## src/rtl/dmem_arbiter.sv

```systemverilog
// dmem_arbiter: shares one data memory between the CPU (port 0) and a loader (port 1)
// with a registered round-robin grant, a bounded burst per owner and registered read data.
// Ports:
//   clk_i, reset_ni                 clock, asynchronous active-low reset
//   reqN_i, weN_i, addrN_i, wdataN_i requester N: request, write select, byte address, write data
//   gntN_o                          requester N owns the memory this cycle
//   rvalidN_o, rdataN_o             read data returned one cycle after an accepted read
//   mem_*                           combinational datamem interface driven by the accepted beat
module dmem_arbiter #(
  parameter int ADDR_W    = 64,
  parameter int DATA_W    = 64,
  parameter int BURST_MAX = 4
) (
  input  logic              clk_i,
  input  logic              reset_ni,
  input  logic              req0_i,
  input  logic              req1_i,
  input  logic              we0_i,
  input  logic              we1_i,
  input  logic [ADDR_W-1:0] addr0_i,
  input  logic [ADDR_W-1:0] addr1_i,
  input  logic [DATA_W-1:0] wdata0_i,
  input  logic [DATA_W-1:0] wdata1_i,
  output logic              gnt0_o,
  output logic              gnt1_o,
  output logic              rvalid0_o,
  output logic              rvalid1_o,
  output logic [DATA_W-1:0] rdata0_o,
  output logic [DATA_W-1:0] rdata1_o,
  output logic [ADDR_W-1:0] mem_address_o,
  output logic              mem_write_enable_o,
  output logic              mem_read_enable_o,
  output logic [DATA_W-1:0] mem_write_data_o,
  input  logic [DATA_W-1:0] mem_read_data_i
);
  localparam int CW = BURST_MAX > 1 ? $clog2(BURST_MAX) : 1;
  localparam logic [CW-1:0] CNT_MAX = CW'(BURST_MAX - 1);
  typedef enum logic [1:0] {IDLE, OWN0, OWN1} state_e;
  state_e          state_q, state_d;
  logic            last_owner_q, last_owner_d;
  logic [CW-1:0]   beat_cnt_q, beat_cnt_d;
  logic            acc0, acc1, acc, acc_we, own1, req_own, req_oth;
  logic            rvalid0_q, rvalid1_q;
  logic [DATA_W-1:0] rdata0_q, rdata1_q;
  assign gnt0_o = state_q == OWN0;
  assign gnt1_o = state_q == OWN1;
  assign acc0   = gnt0_o & req0_i;
  assign acc1   = gnt1_o & req1_i;
  assign acc    = acc0 | acc1;
  assign acc_we = acc0 ? we0_i : we1_i;
  assign mem_write_enable_o = acc & acc_we;
  assign mem_read_enable_o  = acc & ~acc_we;
  assign mem_address_o      = acc0 ? addr0_i : acc1 ? addr1_i : '0;
  assign mem_write_data_o   = acc0 ? wdata0_i : acc1 ? wdata1_i : '0;
  assign own1    = state_q == OWN1;
  assign req_own = own1 ? req1_i : req0_i;
  assign req_oth = own1 ? req0_i : req1_i;
  // A tie in IDLE goes to the port that did not own last; the burst limit only
  // forces a handover when the other port is actually waiting, otherwise the
  // counter parks at its maximum.
  always_comb begin
    state_d      = state_q;
    last_owner_d = last_owner_q;
    beat_cnt_d   = beat_cnt_q;
    if (state_q == IDLE) begin
      beat_cnt_d = '0;
      if (req0_i & (~req1_i | last_owner_q)) state_d = OWN0;
      else if (req1_i) state_d = OWN1;
    end else if (~req_own | (acc & req_oth & (beat_cnt_q == CNT_MAX))) begin
      state_d      = req_oth ? (own1 ? OWN0 : OWN1) : IDLE;
      last_owner_d = own1;
      beat_cnt_d   = '0;
    end else if (acc & (beat_cnt_q != CNT_MAX)) begin
      beat_cnt_d = beat_cnt_q + 1'b1;
    end
  end
  always_ff @(posedge clk_i or negedge reset_ni) begin
    if (!reset_ni) begin
      state_q      <= IDLE;
      last_owner_q <= 1'b1;
      beat_cnt_q   <= '0;
    end else begin
      state_q      <= state_d;
      last_owner_q <= last_owner_d;
      beat_cnt_q   <= beat_cnt_d;
    end
  end
  always_ff @(posedge clk_i or negedge reset_ni) begin
    if (!reset_ni) begin
      rvalid0_q <= 1'b0;
      rvalid1_q <= 1'b0;
      rdata0_q  <= '0;
      rdata1_q  <= '0;
    end else begin
      rvalid0_q <= acc0 & ~we0_i;
      rvalid1_q <= acc1 & ~we1_i;
      if (acc0 & ~we0_i) rdata0_q <= mem_read_data_i;
      if (acc1 & ~we1_i) rdata1_q <= mem_read_data_i;
    end
  end
  assign rvalid0_o = rvalid0_q;
  assign rvalid1_o = rvalid1_q;
  assign rdata0_o  = rdata0_q;
  assign rdata1_o  = rdata1_q;
endmodule

```

## config.mk

```make
export PLATFORM = sky130hd
export DESIGN_NAME = dmem_arbiter
export DESIGN_NICKNAME = d
export VERILOG_FILES = /design/src/rtl/dmem_arbiter.sv
export SDC_FILE = /design/constraint.sdc
export NUM_CORES = 1
export LEC_CHECK = 0
export ABC_AREA = 1
export CORE_AREA = 5 5 228 230
export CTS_BUF_LIST = sky130_fd_sc_hd__clkbuf_4
export CTS_CLUSTER_DIAMETER = 30
export DETAILED_ROUTE_END_ITERATION = 8
export DIE_AREA = 0 0 233 235
export GPL_TIMING_DRIVEN = 0
export MAX_ROUTING_LAYER = met4
export PLACE_DENSITY_LB_ADDON = 0.15
export SETUP_SLACK_MARGIN = 0.4
export SYNTH_ARGS = -nofsm -noshare
export SYNTH_HDL_FRONTEND = slang
export SYNTH_SLANG_ARGS = --single-unit
```

## constraint.sdc

```tcl
create_clock -name clk_i -period 1.6 [get_ports clk_i]
set_clock_uncertainty 0.1 [all_clocks]
set_input_delay 0.16 -clock clk_i [delete_from_list [all_inputs] [get_ports clk_i]]
set_output_delay 0.16 -clock clk_i [all_outputs]
set_load 0.01 [all_outputs]
```

* Word-level counts from Yosys, hierarchy flattened *
Cells that the tools add are included.
W data, S select, Z words.

word-level totals
  logic and storage cells = 53
  flip-flop bits (word level) = 135
  input bits = 326

cells by class
  multiplexer cells = 16
  add/subtract/negate cells = 1
  equality and inequality tests = 5
  bitwise gates (word level) = 19
  reductions and logical operators = 5

operators with widths
  cell                   number
  $mux W64               4
  $mux W2                9
  $and A1 B1 Y1          10
  $not A1 Y1             6
  $eq A2 B2 Y1 const B   2
  $reduce_and A2 Y1      2
  $mux W1                3
  $ne A3 B2 Y1 const B   1
  $or A1 B1 Y1           3
  $reduce_bool A3 Y1     1
  $add A2 B1 Y2 const B  1
  $eq A2 B1 Y1 const B   1
  $logic_not A2 Y1       1
  $ne A2 B2 Y1 const B   1
  $reduce_bool A2 Y1     1

* Depth between registers and ports, before layout *
Gate-level depths: netlist (run 1).

  depth in word-level cells = 8
  mapped depth = 8

* Worst setup path before layout (run 1) *
Ideal clock, no wire load.

  kind = register -> output
  start = register state_q[1]
  end = output mem_address_o[10]
  required time = 1340 ps
  arrival time = 1280 ps
  stages on the path, launching flop included = 7
  slack = 60 ps
  path through = dfrtp_1 -> nor2_4 -> nand2_2 -> inv_1 -> buf_2 -> buf_4 -> a22o_1

between the ends
  elaborated cells on any way between the ends = 6
  classes of those cells = eq/ne: 2; mux: 2; bitwise: 2

RTL lines
  what                    RTL line  source
  from (decl)             39        state_e state_q, state_d;
  from (signal assigned)  83        state_q <= state_d;
  $eq A2 B1 Y1            45        assign gnt0_o = state_q == OWN0;
  named net gnt0_o        24        output logic gnt0_o,
  $and A1 B1 Y1           47        assign acc0 = gnt0_o & req0_i;
  $mux W64                53        assign mem_address_o = acc0 ? addr0_i : acc1 ? addr1_i : '0;
  to (decl)               30        output logic [ADDR_W-1:0] mem_address_o,

The timed path passes the listed nets, and every way through them passes these cells.

* Worst setup path after layout (run 1) *
  start = register state_q[0]
  end = output mem_address_o[63]

between the ends
  word-level cells in the longest chain between the ends = 4
  elaborated cells on any way between the ends = 6
  classes of those cells = eq/ne: 2; mux: 2; bitwise: 2

RTL lines
  what           RTL line  source
  $eq A2 B2 Y1   46        assign gnt1_o = state_q == OWN1;
  $and A1 B1 Y1  48        assign acc1 = gnt1_o & req1_i;
  $mux W64       53
  $mux W64 (*)   53

Every way passes the cells marked *; elsewhere a longest branch is shown, timed or not.

==> results of run 1 <==
[metrics by stage]
step                      total power [uW]  worst slack [ps]
after floorplan                      10600               120
after global placement               18200             -5880
after detailed placement             18200             -1280
after CTS                            22400              -864
after global routing                 24300              -868
final                                22800              -744
[sequential cells by signal, summed over array words and instances (netlist names)]
register      cells
rvalid0_o         1
rvalid1_o         1
last_owner_q      1
rdata1_o         64
beat_cnt_q        2
state_q           2
rdata0_o         64
[metal layers]
metal  up-vias  routed length, um
met4         0               1110
met5         -                  0
met3        37               3800
met1      4019              14900
li1       3920                  -
met2       339              25100
[cells by family (layout without fill, tap and decap cells)]
family                   count (synthesis)  count (layout)  share of synthesized area (%)
other                                    0               4                              0
flip-flops                             135             135                           52.1
AO/OA/AOI/OAI                          262             262                           27.6
buffers and inverters                  132             904                           9.80
adder cells (fa/ha/maj)                  1               1                          0.193
AND/OR/NAND/NOR                        167             167                           10.2
[placed cells by master (no fill, tap or decap), types with 43 or more instances in the layout]
master           count
clkdlybuf4s50_1    324
dfrtp_1            133
o21ai_0             43
dlygate4sd3_1       60
inv_1               72
buf_6              150
nand2_1             78
a22o_1             110
nor2_1              66
buf_2              134
[worst max-delay path by stage]
stage               startpoint  depth (start not counted)  slack [ps]                 to
CTS                 state_q[0]                          8        -860  mem_address_o[60]
detailed placement      req1_i                          7       -1280   mem_address_o[4]
global route        state_q[0]                          9        -870  mem_address_o[63]
finish              state_q[0]                          9        -740  mem_address_o[63]
floorplan           state_q[0]                          7         120  mem_address_o[10]
global placement      reset_ni                          1       -5880       rdata0_o[17]
[area by class of cell]
type	instances	area [um^2]
antenna	4	10.0
buffer	56	905
clock buffer	17	128
clock inverter	15	223
fill	5264	33500
inverter	76	300
multi-input combinational	430	2850
sequential	135	3380
tap	672	841
timing repair buffer	740	7560
[where the power goes]
group | internal (uW) | leakage (uW) | switching [uW]
Clock | 1410 | 0.000181 | 1450
Sequential | 5100 | 0.00161 | 1150
Combinational | 7660 | 0.00570 | 6090
[what timing repair did]
action                                  CTS  global route
pin swaps                                17            11
gates cloned                             21            18
endpoints found under the hold margin   242            48
buffers inserted                         38            15
setup endpoints to repair               397           397
gates resized for setup                1409            72
==> impl_metrics.csv, run 1 <==
group,metric,value,unit
placed_design,dp.cells,1957,
clock_tree,cts_buffers,17,
timing,maxSlewViolCount,0,
route,drcViolationCount,0,
critical_path,worst-path-buf-inv,6,
placed_design,portBuffers,587,
outcome,violations,"hold timing, setup timing",
global_routing,grt_pass1_vias,8648,
logic_synthesis,synthArstFlopShare,100,%
logic_synthesis,syn_nets,1024,
global_routing,use_met3,5.35,%
critical_path,start_kind,"register",
logic_synthesis,syn_area,6480,um^2
timing,fmax,0.427,GHz
floorplanning,pin_count,588,
timing,tightest_slew,518,ps
critical_path,cpMostUsedCell,"buf_6",
critical_path,r2r_slack,-510,ps
logic_synthesis,synth_top_area_share,51.7,%
timing,fin_setup_tns,-131880,ps
logic_synthesis,syn_area_per_cell,9.30,um^2
cells_and_area,fin_nets,1783,
critical_path,endpoint_kind,"primary output",
critical_path,worstPathCellList,"inv_2, nor2_4, nand2_4, inv_8, buf_4, buf_12, buf_6, a22o_4, buf_6",
global_routing,gr-usage-met2,29.5,%
route,wl_per_cell,20.9,um
critical_path,max_stage_delay,420,ps
cells_and_area,utilization,32.6,%
timing,slew_headroom,65.5,%
critical_path,timing.rr.end,"rdata0_o[62]",
clock_tree,cts_buffer_depth,2,
logic_synthesis,synthFlopType,"dfrtp_1",
logic_synthesis,synth_cell_types,21,
critical_path,r2r_start,"state_q[0]",
cells_and_area,finalInstanceArea,16200,um^2
job,maxCapViolCount,0,
route,detail-route-antenna-nets,0,
route,routed_wl,44.9,mm
critical_path,path_max_fanout,10,
logic_synthesis,synth-seq-cells,135,
logic_synthesis,synth_seq_area_share,52.1,%
timing,period_minus_slack,2340,ps
hold_path,worst_hold_path_type,"primary input to async pin",
timing,post-route-period-util,146,%
critical_path,cpLargestDelayFamily,"buffers and inverters",
cells_and_area,fin_cells,2145,
placed_design,post_dp_cell_area,13500,um^2
power_and_ir_drop,powerDensity,1410,nW/um^2
critical_path,setup.worst_path.class,"register to primary output",
timing,setup_slack,-744,ps
floorplanning,die_area,54800,um^2
route,post_drt_via_cell_ratio,3.88,
logic_synthesis,synth_cells,697,
cells_and_area,drive_gt1_share,35.5,%
floorplanning,die_h,235,um
clock_tree,cts.reportedPaths.clkPinSlew,140,ps
timing,holdWs,-41.8,ps
logic_synthesis,synth_edf_count,0,
clock_tree,clk_latency,590,ps
outcome,status,"finished with violations",
timing,hold_viol,30,
cells_and_area,syn_to_final_growth,150,%
timing,rsz0062_at_grt,"true",
critical_path,worstPathArrival,2080,ps
route,dr.first_iter.drc_count,219,
global_routing,grt_antenna_before_repair,4,
global_routing,use_met1,15.0,%
floorplanning,num_rows,82,
logic_synthesis,synth_area_leaders,"dfrtp_1 52%, a22o_1 17%, a21oi_1 5.2%, nand2_1 5.0%, o21ai_0 4.3%",
critical_path,reg2regPathDepth,14,
logic_synthesis,yosys_warnings,0,
placed_design,gp_congestion,0.843,
power_and_ir_drop,p_leak,0.00749,uW
logic_synthesis,yosys-top-cells-count,"134 x dfrtp_1, 128 x a22o_1, 87 x nand2_1",
critical_path,cpMaxStageDelayCell,"dfrtp_1",
logic_synthesis,synth_top_cell_by_area,"dfrtp_1",
clock_tree,cts_htree_levels,4,
route,drt_first_pass_iters,5,
global_routing,grt-busiest-layer,"met2",
floorplanning,start_util,13.1,%
route,route.vias.total,8315,
floorplanning,die_w,233,um
power_and_ir_drop,ir_worst_vdd,0.00102,V
global_routing,gr-total-overflow,0,
timing,setup_viol,262,
clock_tree,cts_sinks,135,
global_routing,grt_max_degree,87,
clock_tree,root_buffer,"clkbuf_4",
logic_synthesis,synth.most_common_cell,"dfrtp_1",
critical_path,required,1340,ps
global_routing,grt_pass1_wl,61.7,mm
clock_tree,cts_tree,"yes",
placed_design,dpl.hpwl,34.2,mm
floorplanning,core-area,49700,um^2
global_routing,track_usage,15.6,%
clock_tree,cts-hold-fix-buffers,60,
(Power assumes the default switching activity.)
==> run 2: changes to the inputs <==
CORE_AREA = 5 5 226 228   (was 5 5 228 230)
DIE_AREA = 0 0 231 233   (was 0 0 233 235)
clock period = 1.98 ns   (was 1.6 ns; I/O delays follow)
==> run 2 against run 1 <==
The flow finishes with violations (setup timing). Non-clock buffer count decreased by 5. Global-route usage grew 0.96 points. Routed wire length increased by 8.0%. Core utilization grew 1.0 points. Hold slack improved by 130 ps. Combinational power shrank 16%. Cell count fell by 2.4%. Critical path type unchanged. Critical endpoint is now mem_write_data_o[38]. Largest cell class unchanged. Largest power group unchanged.
==> impl_metrics.csv, run 2 (synthesis results as in run 1) <==
group,metric,value,unit
floorplanning,die_h,233,um
route,drcViolationCount,0,
outcome,violations,"setup timing",
timing,slew_headroom,64.8,%
route,dr.first_iter.drc_count,274,
power_and_ir_drop,powerDensity,1130,nW/um^2
global_routing,grt_max_degree,87,
timing,setup_viol,131,
route,routed_wl,48.5,mm
critical_path,reg2regPathDepth,11,
timing,holdWs,86.1,ps
clock_tree,clk_latency,600,ps
placed_design,dpl.hpwl,37.2,mm
placed_design,gp_congestion,0.850,
floorplanning,die_area,53800,um^2
cells_and_area,layout_commonest_cell,"clkdlybuf4s50_1",
timing,rsz0062_at_grt,"true",
timing,setup_slack,-422,ps
timing,hold_viol,0,
hold_path,worst_hold_path_type,"primary input to register",
floorplanning,pin_count,588,
critical_path,setup.worst_path.class,"register to primary output",
timing,fin_setup_tns,-40370,ps
clock_tree,cts_htree_levels,4,
global_routing,gr-total-overflow,0,
global_routing,grt_pass1_wl,62.6,mm
floorplanning,num_rows,81,
cells_and_area,final_cell_mix,"324 x clkdlybuf4s50_1, 133 x dfrtp_1, 124 x buf_2, 98 x a22o_1, 83 x buf_6",
global_routing,grt_antenna_before_repair,7,
outcome,status,"finished with violations",
route,wl_per_cell,23.2,um
power_and_ir_drop,p_leak,0.00779,uW
route,route.vias.total,8362,
global_routing,track_usage,16.6,%
clock_tree,cts_tree,"yes",
clock_tree,cts_buffer_depth,2,
route,drt_first_pass_iters,4,
clock_tree,cts_buffers,17,
timing,maxSlewViolCount,0,
power_and_ir_drop,ir_worst_vdd,0.000526,V
critical_path,worstPathArrival,2100,ps
critical_path,path_max_fanout,5,
cells_and_area,drive_gt1_share,41.4,%
floorplanning,start_util,13.3,%
cells_and_area,utilization,33.7,%
placed_design,dp.cells,1907,
power_and_ir_drop,power,18400,uW
cells_and_area,syn_to_final_growth,153,%
critical_path,start_kind,"register",
clock_tree,cts_sinks,135,
hold_path,hold_depth,3,
route,detail-route-antenna-nets,0,
floorplanning,core-area,48600,um^2
cells_and_area,fin_nets,1778,
timing,fmax,0.416,GHz
timing,post-route-period-util,121,%
clock_tree,root_buffer,"clkbuf_4",
global_routing,grt_pass1_vias,8571,
critical_path,endpoint_kind,"primary output",
route,post_drt_via_cell_ratio,4.00,
critical_path,required,1680,ps
placed_design,portBuffers,587,
timing,tightest_slew,528,ps
timing,period_minus_slack,2400,ps
cells_and_area,fin_cells,2093,
clock_tree,cts.reportedPaths.clkPinSlew,120,ps
floorplanning,die_w,231,um
job,maxCapViolCount,0,
run 2: changes by cell type in the layout (fill, tap and decap cells not counted), sizes merged, moves of 2 or more:
cell / before / now
buf: 385 / 315
clkbuf: 42 / 67
diode: 4 / 7
inv: 80 / 75
bufbuf: 2 / 0
dlymetal6s2s: 0 / 41
bufinv: 5 / 2
clkdlybuf4s15: 0 / 2
clkinv: 4 / 10
run 2: final cells by class:
type / instances / area, um^2
clock inverters: 14 / 135
repair buffers: 735 / 7160
well taps: 622 / 778
plain buffers: 56 / 912
diodes: 7 / 17.5
multi-input cells: 430 / 3550
flip-flops and latches: 135 / 3380
fillers: 5079 / 32300
clock buffers: 18 / 135
inverters: 76 / 305
run 2: timing repair:
item                                    in CTS  in global routing
hold endpoints to repair                   223                  0
gates cloned                                 3                 22
endpoints found under the setup margin     392                422
pin swaps                                   10                 54
buffers inserted                            21                 42
resized for setup                          979                535
hold buffers                                59                  0
run 2: final timing paths:
kind | start | end | slack [ps]
min in group asynchronous | reset_ni | rdata0_o[3] | 520
max in group asynchronous | reset_ni | state_q[1] | 350
worst min register to register | rdata1_o[35] | rdata1_o[35] | 400
worst max register to register | state_q[0] | rdata0_o[6] | 140
worst min-delay path | mem_read_data_i[20] | rdata0_o[20] | 90
worst max-delay path | state_q[1] | mem_write_data_o[38] | -420
run 2: per-stage QoR:
step           cell area (um^2)  worst slack, ps
2_1_floorplan              6480              402
6_report                  16400             -422
4_1_cts                   14200             -541
5_1_grt                   16400             -555
3_5_place_dp              13200            -1020
3_3_place_gp              13100            -5520
run 2: critical path, cell delays in order (launching register included):
cell	delay, ps
dfrtp_2	450
buf_6	130
nand3_4	80
inv_8	60
buf_16	140
buf_8	130
buf_8	120
a22o_1	240
buf_2	150
run 2: power breakdown:
group | switching [uW] | total, uW | leakage, uW | internal (uW)
Sequential | 962 | 5080 | 0.00161 | 4120
Combinational | 5410 | 11500 | 0.00604 | 6080
Clock | 1130 | 1870 | 0.000140 | 745
Total | 7500 | 18400 | 0.00779 | 10900
run 2: layer usage:
layer	routed length (um)	up-vias	track usage (%)
li1	-	3931	-
met3	3390	50	5.04
met2	26700	320	30.2
met4	1880	0	7.41
met5	0	-	-
met1	16600	4061	16.2
